File: config.mk
export PLATFORM = sky130hd
export DESIGN_NAME = instr_mem_loadable_flat
export DESIGN_NICKNAME = d
export VERILOG_FILES = /design/src/rtl/instr_mem_loadable_if.sv /design/src/rtl/instr_mem_loadable.sv /design/src/flat_wrapper.sv
export SDC_FILE = /design/constraint.sdc
export NUM_CORES = 1
export LEC_CHECK = 0
export ABC_CLOCK_PERIOD_IN_PS = 3600
export CORE_MARGIN = 2
export CORE_UTILIZATION = 55
export DETAILED_ROUTE_END_ITERATION = 8
export PLACE_DENSITY = 0.74
export RECOVER_POWER = 100
export SKIP_LAST_GASP = 1
export SLEW_MARGIN = 20
export SYNTH_ARGS = -nofsm -noshare
export SYNTH_HDL_FRONTEND = slang
export SYNTH_SLANG_ARGS = --single-unit
File: constraint.sdc
create_clock -name clk -period 3.6 [get_ports clk]
set_clock_uncertainty 0.15 [all_clocks]
set_input_delay 0.72 -clock clk [delete_from_list [all_inputs] [get_ports clk]]
set_output_delay 0.72 -clock clk [all_outputs]
set_load 0.01 [all_outputs]
File: src/rtl/instr_mem_loadable_if.sv
// rtl/instr_mem_loadable_if.sv - fetch and program-load port bundle for instr_mem_loadable
interface instr_mem_loadable_if #(
  parameter int WIDTH    = 16,
  parameter int PC_WIDTH = 16
);
  logic                fetch_req;
  logic [PC_WIDTH-1:0] pc;
  logic [WIDTH-1:0]    instruction;
  logic                instr_valid;
  logic                addr_fault;
  logic                load_start;
  logic                load_valid;
  logic                load_last;
  logic [WIDTH-1:0]    load_data;
  logic                load_ready;
  logic                load_done;
  logic                busy;

  // PC register / boot loader side
  modport master (
    output fetch_req, pc, load_start, load_valid, load_last, load_data,
    input  instruction, instr_valid, addr_fault, load_ready, load_done, busy
  );

  // memory side
  modport slave (
    input  fetch_req, pc, load_start, load_valid, load_last, load_data,
    output instruction, instr_valid, addr_fault, load_ready, load_done, busy
  );
endinterface

File: src/rtl/instr_mem_loadable.sv
// rtl/instr_mem_loadable.sv - instruction memory with registered fetch and streamed program load
module instr_mem_loadable #(
  parameter int               WIDTH    = 16,
  parameter int               DEPTH    = 16,
  parameter int               PC_WIDTH = 16,
  parameter int               ADDR_LSB = 1,
  parameter logic [WIDTH-1:0] NOP      = '0
) (
  input logic                clk,
  input logic                rst,
  instr_mem_loadable_if.slave bus
);

  localparam int AW = $clog2(DEPTH);
  localparam logic [AW-1:0] LAST_PTR = AW'(DEPTH - 1);
  // first byte address past the end of the array
  localparam longint unsigned PC_LIMIT = longint'(DEPTH) << ADDR_LSB;
  // pc bits that must be zero for a word-aligned fetch
  localparam logic [PC_WIDTH-1:0] ALIGN_MASK = PC_WIDTH'((64'd1 << ADDR_LSB) - 64'd1);

  typedef enum logic [1:0] {
    S_CLEAR,
    S_READY,
    S_LOAD
  } state_t;

  state_t          state_q, state_d;
  logic [AW-1:0]   ptr_q, ptr_d;
  logic            wr_en;
  logic [WIDTH-1:0] wr_data;
  logic            done_d;

  logic [WIDTH-1:0] mem [DEPTH];

  logic            fetch_fault;
  logic [AW-1:0]   fetch_index;

  assign fetch_fault = (64'(bus.pc) >= PC_LIMIT) || ((bus.pc & ALIGN_MASK) != '0);
  assign fetch_index = bus.pc[ADDR_LSB +: AW];

  // handshake and status are pure state decodes
  assign bus.load_ready = (state_q == S_LOAD);
  assign bus.busy       = (state_q != S_READY);

  // state, pointer and load-completion pulse registers
  always_ff @(posedge clk) begin
    if (rst) begin
      state_q       <= S_CLEAR;
      ptr_q         <= '0;
      bus.load_done <= 1'b0;
    end else begin
      state_q       <= state_d;
      ptr_q         <= ptr_d;
      bus.load_done <= done_d;
    end
  end

  // next state: sweep NOP over the array, idle, or accept streamed words
  always_comb begin
    state_d = state_q;
    ptr_d   = ptr_q;
    wr_en   = 1'b0;
    wr_data = NOP;
    done_d  = 1'b0;
    case (state_q)
      S_CLEAR: begin
        wr_en = 1'b1;
        if (ptr_q == LAST_PTR) begin
          state_d = S_READY;
          ptr_d   = '0;
        end else begin
          ptr_d = ptr_q + 1'b1;
        end
      end
      S_READY: begin
        if (bus.load_start) begin
          state_d = S_LOAD;
          ptr_d   = '0;
        end
      end
      S_LOAD: begin
        if (bus.load_valid) begin
          wr_en   = 1'b1;
          wr_data = bus.load_data;
          // the final array slot ends the load even without load_last
          if (bus.load_last || ptr_q == LAST_PTR) begin
            state_d = S_READY;
            ptr_d   = '0;
            done_d  = 1'b1;
          end else begin
            ptr_d = ptr_q + 1'b1;
          end
        end
      end
      default: begin
        state_d = S_CLEAR;
        ptr_d   = '0;
      end
    endcase
  end

  // single write port; a reset edge suppresses any pending load write
  always_ff @(posedge clk) begin
    if (wr_en && !rst) begin
      mem[ptr_q] <= wr_data;
    end
  end

  // registered fetch; only READY services requests, so reads never meet writes
  always_ff @(posedge clk) begin
    if (rst) begin
      bus.instruction <= NOP;
      bus.instr_valid <= 1'b0;
      bus.addr_fault  <= 1'b0;
    end else if (state_q == S_READY && bus.fetch_req) begin
      bus.instr_valid <= 1'b1;
      bus.addr_fault  <= fetch_fault;
      bus.instruction <= fetch_fault ? NOP : mem[fetch_index];
    end else begin
      bus.instr_valid <= 1'b0;
      bus.addr_fault  <= 1'b0;
    end
  end

endmodule

File: src/flat_wrapper.sv
// flat-port wrapper written by rule: the top's interface ports become plain ports
module instr_mem_loadable_flat 
#(
  parameter int               WIDTH    = 16,
  parameter int               DEPTH    = 16,
  parameter int               PC_WIDTH = 16,
  parameter int               ADDR_LSB = 1,
  parameter logic [WIDTH-1:0] NOP      = '0
)
  (clk, rst, bus_fetch_req, bus_pc, bus_load_start, bus_load_valid, bus_load_last, bus_load_data, bus_instruction, bus_instr_valid, bus_addr_fault, bus_load_ready, bus_load_done, bus_busy);
  instr_mem_loadable_if #(.WIDTH(WIDTH), .PC_WIDTH(PC_WIDTH)) bus_i ();
  input logic clk;
  input logic rst;
  input wire logic [$bits(bus_i.fetch_req)-1:0] bus_fetch_req;
  input wire logic [$bits(bus_i.pc)-1:0] bus_pc;
  input wire logic [$bits(bus_i.load_start)-1:0] bus_load_start;
  input wire logic [$bits(bus_i.load_valid)-1:0] bus_load_valid;
  input wire logic [$bits(bus_i.load_last)-1:0] bus_load_last;
  input wire logic [$bits(bus_i.load_data)-1:0] bus_load_data;
  output wire logic [$bits(bus_i.instruction)-1:0] bus_instruction;
  output wire logic [$bits(bus_i.instr_valid)-1:0] bus_instr_valid;
  output wire logic [$bits(bus_i.addr_fault)-1:0] bus_addr_fault;
  output wire logic [$bits(bus_i.load_ready)-1:0] bus_load_ready;
  output wire logic [$bits(bus_i.load_done)-1:0] bus_load_done;
  output wire logic [$bits(bus_i.busy)-1:0] bus_busy;
  assign bus_i.fetch_req = bus_fetch_req;
  assign bus_i.pc = bus_pc;
  assign bus_i.load_start = bus_load_start;
  assign bus_i.load_valid = bus_load_valid;
  assign bus_i.load_last = bus_load_last;
  assign bus_i.load_data = bus_load_data;
  assign bus_instruction = bus_i.instruction;
  assign bus_instr_valid = bus_i.instr_valid;
  assign bus_addr_fault = bus_i.addr_fault;
  assign bus_load_ready = bus_i.load_ready;
  assign bus_load_done = bus_i.load_done;
  assign bus_busy = bus_i.busy;
  instr_mem_loadable #(.WIDTH(WIDTH), .DEPTH(DEPTH), .PC_WIDTH(PC_WIDTH), .ADDR_LSB(ADDR_LSB), .NOP(NOP)) u_core (.clk(clk), .rst(rst), .bus(bus_i));
endmodule
==> impl_metrics.py, run 1 <==
metrics = {
    "clocking": {
        "cts.sinks": 281,
        "clock_latency_ns": 0.52,
        "clkTransAtPathRegs_ns": 0.06,
        "postCtsHoldBufs": 0,
        "post-cts-setup-buffers": 0,
        "postCtsResizedCells": 0,
        "cts_inserted_buffers": 28,
        "cts_tree": "yes",
        "cts_max_path_buffers": 3,
        "cts_root_buf": "clkbuf_16",
        "htree_levels": 1,
    },
    "cells_and_area": {
        "antenna_cells": 0,
        "register_area_um2": 8188,
        "syn_to_final_growth_pct": 16.34,
        "nNetsFinal": 768,
        "nFillCells": 1441,
        "most-common-layout-cells": "256 x edfxtp_1, 71 x mux2i_1, 38 x nor2_1",
        "layout_commonest_cell": "edfxtp_1",
        "final_util_pct": 64.77,
        "drive_above_1_share_pct": 14.17,
        "multi_input_area_um2": 2690,
    },
    "setup_path": {
        "required_ns": 2.73,
        "cp-end-kind": "output port",
        "path_max_fanout": 18,
        "timing.reg2reg.setup_slack_ns": 0.84,
        "worstPathArrival_ns": 2.32,
        "crit_type": "flip-flop to output port",
        "start_kind": "flip-flop",
    },
    "logic_synthesis": {
        "postSynth.asyncResetShare_pct": 0,
        "syn_nets": 678,
        "avgSynthCellArea_um2": 17.54,
        "yosysWarnings": 0,
        "synth_enable_flop_cells": 256,
        "yosysSeqAreaShare_pct": 73.39,
        "synthCells": 636,
        "synth_cell_types": 41,
        "synthesis.area_um2": 11160,
        "synth-seq-cells": 281,
        "ys_dominant_reg_cell": "edfxtp_1",
    },
    "timing": {
        "worst_pin_slew_ns": 1.098,
        "rsz0062_at_grt": "false",
        "finalHoldViolCount": 0,
        "finalSetupViolCount": 0,
        "slew_headroom_pct": 26.80,
        "timing.final.crit_share_pct": 88.61,
        "timing.setup.tns_ns": 0,
        "fmaxAchievable_ghz": 0.3135,
        "finalCriticalPeriod_ns": 3.190,
        "slew_viol_final": 0,
    },
    "placement": {
        "gp_congestion": 0.8127,
        "port_buffers": 58,
        "dp_hpwl_um": 16180,
    },
    "global_routing": {
        "grt_pass1_wl_um": 37840,
        "antenna_found_initial": 1,
        "grt_pass1_vias": 6342,
        "grt_max_degree": 29,
        "track_usage_pct": 23.42,
        "grt_overflow_total": 0,
    },
    "run_status": {
        "status": "complete, no violations",
    },
    "route": {
        "num_vias": 6139,
        "drtIter0Drc": 594,
        "postRouteAntennaNets": 0,
        "routed_wl_um": 24680,
        "drc": 0,
        "drt-wirelength-per-cell_um": 24.24,
        "vias_per_cell": 6.030,
        "drt_first_pass_iters": 5,
    },
    "run": {
        "cap_violations": 0,
    },
    "floorplanning": {
        "die_h_um": 146.4,
        "design.die.area_um2": 21440,
        "io_pins": 59,
        "fp.coreArea_um2": 20040,
        "rows": 52,
        "die_width_um": 146.4,
        "initial_core_util_pct": 55.68,
    },
    "power": {
        "ir_drop_uv": 397.9,
        "power.density_nw_per_um2": 525.1,
        "p_leak_nw": 4.774,
    },
    "min_path": {
        "hp-class": "flip-flop to flip-flop",
    },
}
critical path, stage by stage, from the launching register on:
cell	delay, ns
dfxtp_1	0.53
nand2b_1	0.17
inv_1	0.42
dlygate4sd3_1	0.68
through the flow:
| step | area [um2] | total power, mW | cells | hold slack [ns] | setup WS [ns] |
|---|---|---|---|---|---|
| CTS | 13110 | 6.849 | 1018 | 0.3006 | 0.5265 |
| global placement | 12160 | 3.902 | 966 | 0.2907 | 0.6703 |
| floorplan | 11160 | 3.807 | 636 | 0.3196 | 0.4513 |
| global route | 12980 | 6.994 | 1018 | 0.3163 | 0.2069 |
| detailed placement | 12160 | 3.914 | 966 | 0.2922 | 0.5307 |
| finish | 12980 | 6.816 | 1018 | 0.3020 | 0.4100 |
logic make-up after synthesis:
kind of cell    count (synthesis)  share of synthesized area [%]
compound gates                 83                          5.495
fa+ha+maj                       4                         0.4486
buf+inv                        43                          2.321
flops                         281                          73.39
mux                           103                          12.83
simple gates                  122                          5.518
final timing paths:
check / startpoint / to / cells past startpoint
setup reg to reg: u_core.state_q[1] / u_core.mem[14][6] / 4
hold / removal: u_core.bus.instruction[7] / u_core.bus.instruction[7] / 2
hold reg to reg: u_core.bus.instruction[7] / u_core.bus.instruction[7] / 2
setup / recovery: u_core.state_q[1] / bus_load_ready / 3
sequential cells by signal, indices dropped and copies added (netlist names):
register	cells
u_core.bus.addr_fault	1
u_core.bus.instr_valid	1
u_core.bus.instruction	16
u_core.bus.load_done	1
u_core.mem	256
u_core.ptr_q	4
u_core.state_q	2
where the power goes:
group	switching, mW	total (mW)	internal [mW]
Sequential	0.0154	3.57	3.55
Combinational	0.152	0.275	0.122
Clock	1.17	2.98	1.80
Total	1.34	6.82	5.48
cell type report:
type / instances / area share [%]
flip-flops and latches: 281 / 63.08
multi-input cells: 312 / 20.72
repair buffers: 97 / 6.073
clock buffers: 39 / 6.034
well taps: 270 / 2.603
clock inverters: 13 / 1.311
inverters: 6 / 0.1735
Yosys cell counts (5+ instances only):
master | n | area (um2)
edfxtp_1 | 256 | 7687
mux2i_1 | 71 | 710.7
nor2_1 | 38 | 142.6
mux4_2 | 32 | 720.7
dfxtp_1 | 25 | 500.5
nand2_1 | 23 | 86.33
o21ai_1 | 20 | 100.1
and3_1 | 17 | 106.4
o22ai_1 | 17 | 106.4
buf_2 | 14 | 70.07
clkbuf_1 | 11 | 41.29
nor2b_1 | 11 | 68.82
a211oi_2 | 10 | 125.1
o31ai_1 | 10 | 75.07
o21ai_0 | 9 | 45.04
and2_1 | 8 | 50.05
nand2b_1 | 7 | 43.79
inv_1 | 6 | 22.52
nor3_1 | 6 | 30.03
buf_6 | 5 | 56.30
metal layers:
| layer | vias up | track usage, % | wire, um |
|---|---|---|---|
| li1 | 2701 | - | - |
| met1 | 3091 | 33.75 | 9997 |
| met2 | 306 | 38.92 | 12180 |
| met3 | 39 | 2.906 | 2077 |
| met4 | 2 | 5.680 | 405 |
| met5 | - | 0 | 13 |
Power figures use the tool's default switching activity.
==> inputs of run 2 (changes only) <==
Settings changed: GPL_TIMING_DRIVEN set to 0.
==> run 2 against run 1 <==
  * Utilization barely moved
  * Via count down 0.28%
  * Fmax is 6.7% lower
  * Routed wire length shrank 3.0%
  * Non-clock buffer count grew 14
  * Count of clock-buffer cells in the layout stayed put
  * Clock power decreased by 14%
  * Worst hold slack worse by 0.0080 ns
  * Cell area barely moved
  * Total power shrank 5.7%
  * Combinational power grew 8.4%
  * Critical endpoint is now u_core.bus.instruction[11]
==> impl_metrics.py, run 2 (same netlist as run 1, synthesis figures left out) <==
metrics = {
    "run_status": {
        "status": "complete, no violations",
    },
    "setup_path": {
        "crit_end": "u_core.bus.instruction[11]",
        "reg2reg_depth": 5,
        "critPathBufInv": 3,
        "timing.reg2reg.setup_slack_ns": 0.88,
        "start_kind": "primary input",
        "cp_top_family": "buffers and inverters",
        "crit_path_top_delay_cell": "clkbuf_1",
        "required_ns": 3.84,
        "reg2reg_from": "u_core.state_q[0]",
        "path_cells": "dlygate4sd3_1 > clkbuf_1 > clkbuf_1 > mux2i_1 > o22ai_1 > o31ai_1 > o21ai_0",
        "cp-end-kind": "flip-flop",
        "crit_cells": 7,
        "worstPathArrival_ns": 3.66,
        "path_max_fanout": 10,
        "crit_type": "primary input to flip-flop",
        "critPathMaxStageDelay_ns": 0.68,
        "timing.rr.end": "u_core.mem[6][11]",
        "cp_common_cell": "clkbuf_1",
        "crit_start": "bus_pc[3]",
    },
    "clocking": {
        "cts_root_buf": "clkbuf_16",
        "clkTransAtPathRegs_ns": 0.06,
        "cts_inserted_buffers": 27,
        "cts.sinks": 281,
        "postCtsResizedCells": 0,
        "cts_max_path_buffers": 3,
        "post-cts-setup-buffers": 0,
        "postCtsHoldBufs": 0,
        "htree_levels": 1,
        "cts_tree": "yes",
        "clock_latency_ns": 0.52,
    },
    "timing": {
        "worst_pin_slew_ns": 1.184,
        "timing.setup.tns_ns": 0,
        "finalHoldViolCount": 0,
        "finalSetupViolCount": 0,
        "timing.final.crit_share_pct": 95.00,
        "finalCriticalPeriod_ns": 3.420,
        "fmaxAchievable_ghz": 0.2924,
        "rsz0062_at_grt": "false",
        "slew_headroom_pct": 20.99,
        "worst_slack_ns": 0.1801,
        "slew_viol_final": 0,
        "holdWs_ns": 0.2940,
    },
    "global_routing": {
        "antenna_found_initial": 0,
        "grt_pass1_vias": 6184,
        "grt_max_degree": 17,
        "grt_overflow_total": 0,
        "track_usage_pct": 22.55,
        "grt_pass1_wl_um": 36710,
    },
    "run": {
        "cap_violations": 0,
    },
    "route": {
        "postRouteAntennaNets": 0,
        "drtIter0Drc": 617,
        "drt-wirelength-per-cell_um": 23.27,
        "num_vias": 6122,
        "routed_wl_um": 23950,
        "vias_per_cell": 5.949,
        "drt_first_pass_iters": 5,
        "drc": 0,
    },
    "floorplanning": {
        "rows": 52,
        "fp.coreArea_um2": 20040,
        "die_width_um": 146.4,
        "die_h_um": 146.4,
        "design.die.area_um2": 21440,
        "io_pins": 59,
        "initial_core_util_pct": 55.68,
    },
    "placement": {
        "place_ws_ns": -0.2091,
        "port_buffers": 57,
        "gp_congestion": 0.8395,
        "dp.cells": 980,
        "dp_hpwl_um": 16300,
    },
    "min_path": {
        "hold_depth": 2,
        "hp-class": "flip-flop to flip-flop",
    },
    "cells_and_area": {
        "antenna_cells": 0,
        "layout_commonest_cell": "edfxtp_1",
        "syn_to_final_growth_pct": 16.43,
        "reg_top3": "u_core.mem: 256 flops, u_core.bus.instruction: 16 flops, u_core.ptr_q: 4 flops",
        "nNetsFinal": 781,
        "final_util_pct": 64.82,
        "most-common-layout-cells": "256 x edfxtp_1, 71 x mux2i_1, 35 x nor2_1",
        "largest_reg_flops": 256,
        "top_register": "u_core.mem",
        "fin_cells": 1029,
        "drive_above_1_share_pct": 17.13,
    },
    "power": {
        "p_leak_nw": 4.824,
        "power.density_nw_per_um2": 494.6,
        "ir_drop_uv": 368.4,
    },
}
==> run 2: cell types whose count changed in the layout (fill, tap and decap cells not counted), moves of 4 or more <==
cell,delta
buf_6,+7
buf_2,+9
clkbuf_1,-5
clkbuf_2,+11
o41ai_1,-4
bufinv_16,-4
o41ai_2,+4
buf_4,-10
==> run 2: worst min-delay path: cells and delay by family, from the launching register on <==
| family | cells | cell delay [ns] |
|---|---|---|
| DFF | 1 | 0.31 |
| AOI/OAI and AO/OA | 1 | 0.05 |
| and+or+nand+nor | 1 | 0.05 |
==> run 2: routing by layer <==
layer | vias to the layer above | track usage (%) | wire [um]
met5 | - | 0 | 0
met4 | 0 | 5.485 | 421
met3 | 32 | 3.562 | 1859
met2 | 285 | 36.67 | 11680
met1 | 3086 | 32.63 | 9989
li1 | 2719 | - | -
==> run 2: area by class of cell <==
| type | instances | area [um2] |
|---|---|---|
| inverter | 6 | 22.52 |
| clock buffer | 39 | 740.7 |
| clock inverter | 10 | 53.80 |
| sequential | 281 | 8188 |
| timing repair buffer | 74 | 678.2 |
| buffer | 37 | 231.5 |
| multi-input combinational | 312 | 2738 |
| fill | 1431 | 7049 |
| tap | 270 | 337.8 |
==> run 2: worst min-delay path by stage <==
stage,startpoint,end
after floorplan,u_core.bus.instruction[0],u_core.bus.instruction[0]
after global placement,u_core.bus.instruction[14],u_core.bus.instruction[14]
after detailed placement,u_core.bus.instruction[13],u_core.bus.instruction[13]
after CTS,u_core.bus.instruction[13],u_core.bus.instruction[13]
after global routing,u_core.bus.instruction[13],u_core.bus.instruction[13]
final,u_core.bus.instruction[13],u_core.bus.instruction[13]
==> run 2: power breakdown <==
| group | leakage (nW) | switching, mW | internal [mW] |
|---|---|---|---|
| combinational | 1.54 | 0.167 | 0.131 |
| sequential | 2.89 | 0.0120 | 3.55 |
| clock | 0.395 | 1.14 | 1.43 |
| total | 4.82 | 1.31 | 5.11 |
==> run 2: metrics by stage <==
stage	area [um2]	power, mW
after floorplan	11160	3.807
after global placement	12070	3.909
after detailed placement	12320	3.936
after CTS	13110	6.447
after global routing	12990	6.597
final	12990	6.424
==> inputs of run 3 (changes only) <==
Settings changed: CORE_UTILIZATION 55 to 59, PLACE_DENSITY 0.74 to 0.79.
==> run 3 against run 2 <==
  * Die area down 6.6%
  * Highest routed layer unchanged
  * Largest cell class unchanged
  * Utilization is 4.8 points higher
  * Non-clock buffer count decreased by 1
  * Global-route usage grew 2.1 points
  * Sequential share of layout area increased by 0.091 points
  * Register-to-register slack lost 0.06 ns
==> impl_metrics.py, run 3 (same netlist as run 1, synthesis figures left out) <==
metrics = {
    "run": {
        "cap_violations": 0,
    },
    "route": {
        "drt_first_pass_iters": 5,
        "vias_per_cell": 6.238,
        "drtIter0Drc": 656,
        "routed_wl_um": 24080,
        "drc": 0,
        "postRouteAntennaNets": 0,
        "top_layer": "met4",
        "wl_met3_um": 1972,
        "num_vias": 6188,
        "wl_met1_um": 9670,
        "drt-wirelength-per-cell_um": 24.27,
        "wl_met2_um": 11890,
    },
    "power": {
        "swShare_pct": 20.00,
        "ir_drop_uv": 367.2,
        "p_leak_nw": 4.849,
        "comb_power_share_pct": 4.6,
        "power_switching_mw": 1.297,
        "power.density_nw_per_um2": 500.0,
        "seqPwrFrac_pct": 54.9,
        "power_frac_clock_pct": 40.5,
        "p_int_mw": 5.189,
    },
    "timing": {
        "worst_pin_slew_ns": 1.204,
        "rsz0062_at_grt": "false",
        "timing.final.crit_share_pct": 94.39,
        "fmaxAchievable_ghz": 0.2943,
        "worst_slack_ns": 0.2021,
        "slew_viol_final": 0,
        "timing.setup.tns_ns": 0,
        "finalHoldViolCount": 0,
        "finalCriticalPeriod_ns": 3.398,
        "finalSetupViolCount": 0,
        "slew_headroom_pct": 19.67,
    },
    "setup_path": {
        "worstPathArrival_ns": 3.65,
        "path_cells": "dlygate4sd3_1 > clkbuf_1 > buf_8 > clkbuf_2 > mux2i_1 > o21ai_0 > o31ai_1 > o21ai_1",
        "start_kind": "primary input",
        "crit_type": "primary input to flip-flop",
        "crit_path_top_delay_cell": "clkbuf_1",
        "cp-end-kind": "flip-flop",
        "critPathMaxStageDelay_ns": 0.71,
        "required_ns": 3.85,
        "path_max_fanout": 10,
    },
    "cells_and_area": {
        "syn_to_final_growth_pct": 16.26,
        "antenna_cells": 0,
        "most-common-layout-cells": "256 x edfxtp_1, 71 x mux2i_1, 35 x clkdlybuf4s50_1",
        "drive_above_1_share_pct": 16.89,
        "largest_reg_flops": 256,
        "final_util_pct": 69.58,
        "post-route-cell-area_um2": 12970,
        "nNetsFinal": 780,
        "layout_commonest_cell": "edfxtp_1",
        "top_register": "u_core.mem",
        "reg_top3": "u_core.mem: 256 flops, u_core.bus.instruction: 16 flops, u_core.ptr_q: 4 flops",
    },
    "clocking": {
        "postCtsHoldBufs": 0,
        "cts_inserted_buffers": 27,
        "clkTransAtPathRegs_ns": 0.06,
        "clock_latency_ns": 0.53,
        "postCtsResizedCells": 0,
        "htree_levels": 1,
        "post-cts-setup-buffers": 0,
        "cts_tree": "yes",
        "cts_root_buf": "clkbuf_16",
        "cts.sinks": 281,
        "cts_max_path_buffers": 3,
    },
    "floorplanning": {
        "die_h_um": 141.5,
        "design.die.area_um2": 20030,
        "initial_core_util_pct": 59.85,
        "die_width_um": 141.5,
        "rows": 50,
        "io_pins": 59,
        "fp.coreArea_um2": 18640,
    },
    "global_routing": {
        "grt_pass1_wl_um": 36910,
        "grt_overflow_total": 0,
        "antenna_found_initial": 0,
        "track_usage_pct": 24.66,
        "grt_max_degree": 17,
        "grt_pass1_vias": 6327,
    },
    "placement": {
        "placed_cell_area_um2": 12240,
        "port_buffers": 57,
        "dp_hpwl_um": 15770,
        "gp_congestion": 0.8325,
        "place_ws_ns": -0.2792,
    },
    "run_status": {
        "status": "complete, no violations",
    },
    "min_path": {
        "hp-class": "flip-flop to flip-flop",
    },
}
==> run 3: critical path: cells and delay by family <==
family,cells,cell delay (ns)
mux,1,0.22
buf+inv,4,1.94
compound gates,3,0.75
==> run 3: final cells by class <==
cell class / count / area [um2]
Timing Repair Buffer: 73 / 701.9
Clock buffer: 45 / 803.3
Buffer: 37 / 221.5
Multi-Input combinational cell: 312 / 2723
Fill cell: 1173 / 5672
Inverter: 6 / 22.52
Clock inverter: 4 / 18.77
Sequential cell: 281 / 8188
Tap cell: 234 / 292.8
==> run 3: per-stage QoR <==
stage	hold slack [ns]	cells	power, mW
final	0.2907	992	6.486
after global routing	0.3226	992	6.645
after CTS	0.2987	992	6.514
after detailed placement	0.2920	943	3.932
after global placement	0.2872	927	3.908
after floorplan	0.3196	636	3.807
==> run 3: worst paths after layout <==
| check | start | endpoint | cells past startpoint | slack [ns] |
|---|---|---|---|---|
| min | u_core.bus.instruction[9] | u_core.bus.instruction[9] | 2 | 0.29 |
| min reg2reg | u_core.bus.instruction[9] | u_core.bus.instruction[9] | 2 | 0.29 |
| max | bus_pc[1] | u_core.bus.instruction[5] | 8 | 0.20 |
| max reg2reg | u_core.state_q[0] | u_core.mem[3][14] | 6 | 0.82 |
==> run 3: layer usage <==
metal,up-vias,track usage [%]
met1,3119,34.85
li1,2714,-
met5,-,0
met2,307,41.13
met4,0,7.053
met3,48,3.274
==> run 3: power groups by stage <==
stage	registers [mW]	logic, mW	clock network, mW
finish	3.56	0.298	2.63
global route	3.56	0.317	2.77
CTS	3.56	0.304	2.65
detailed placement	3.63	0.301	0
global placement	3.63	0.278	0
floorplan	3.63	0.179	0
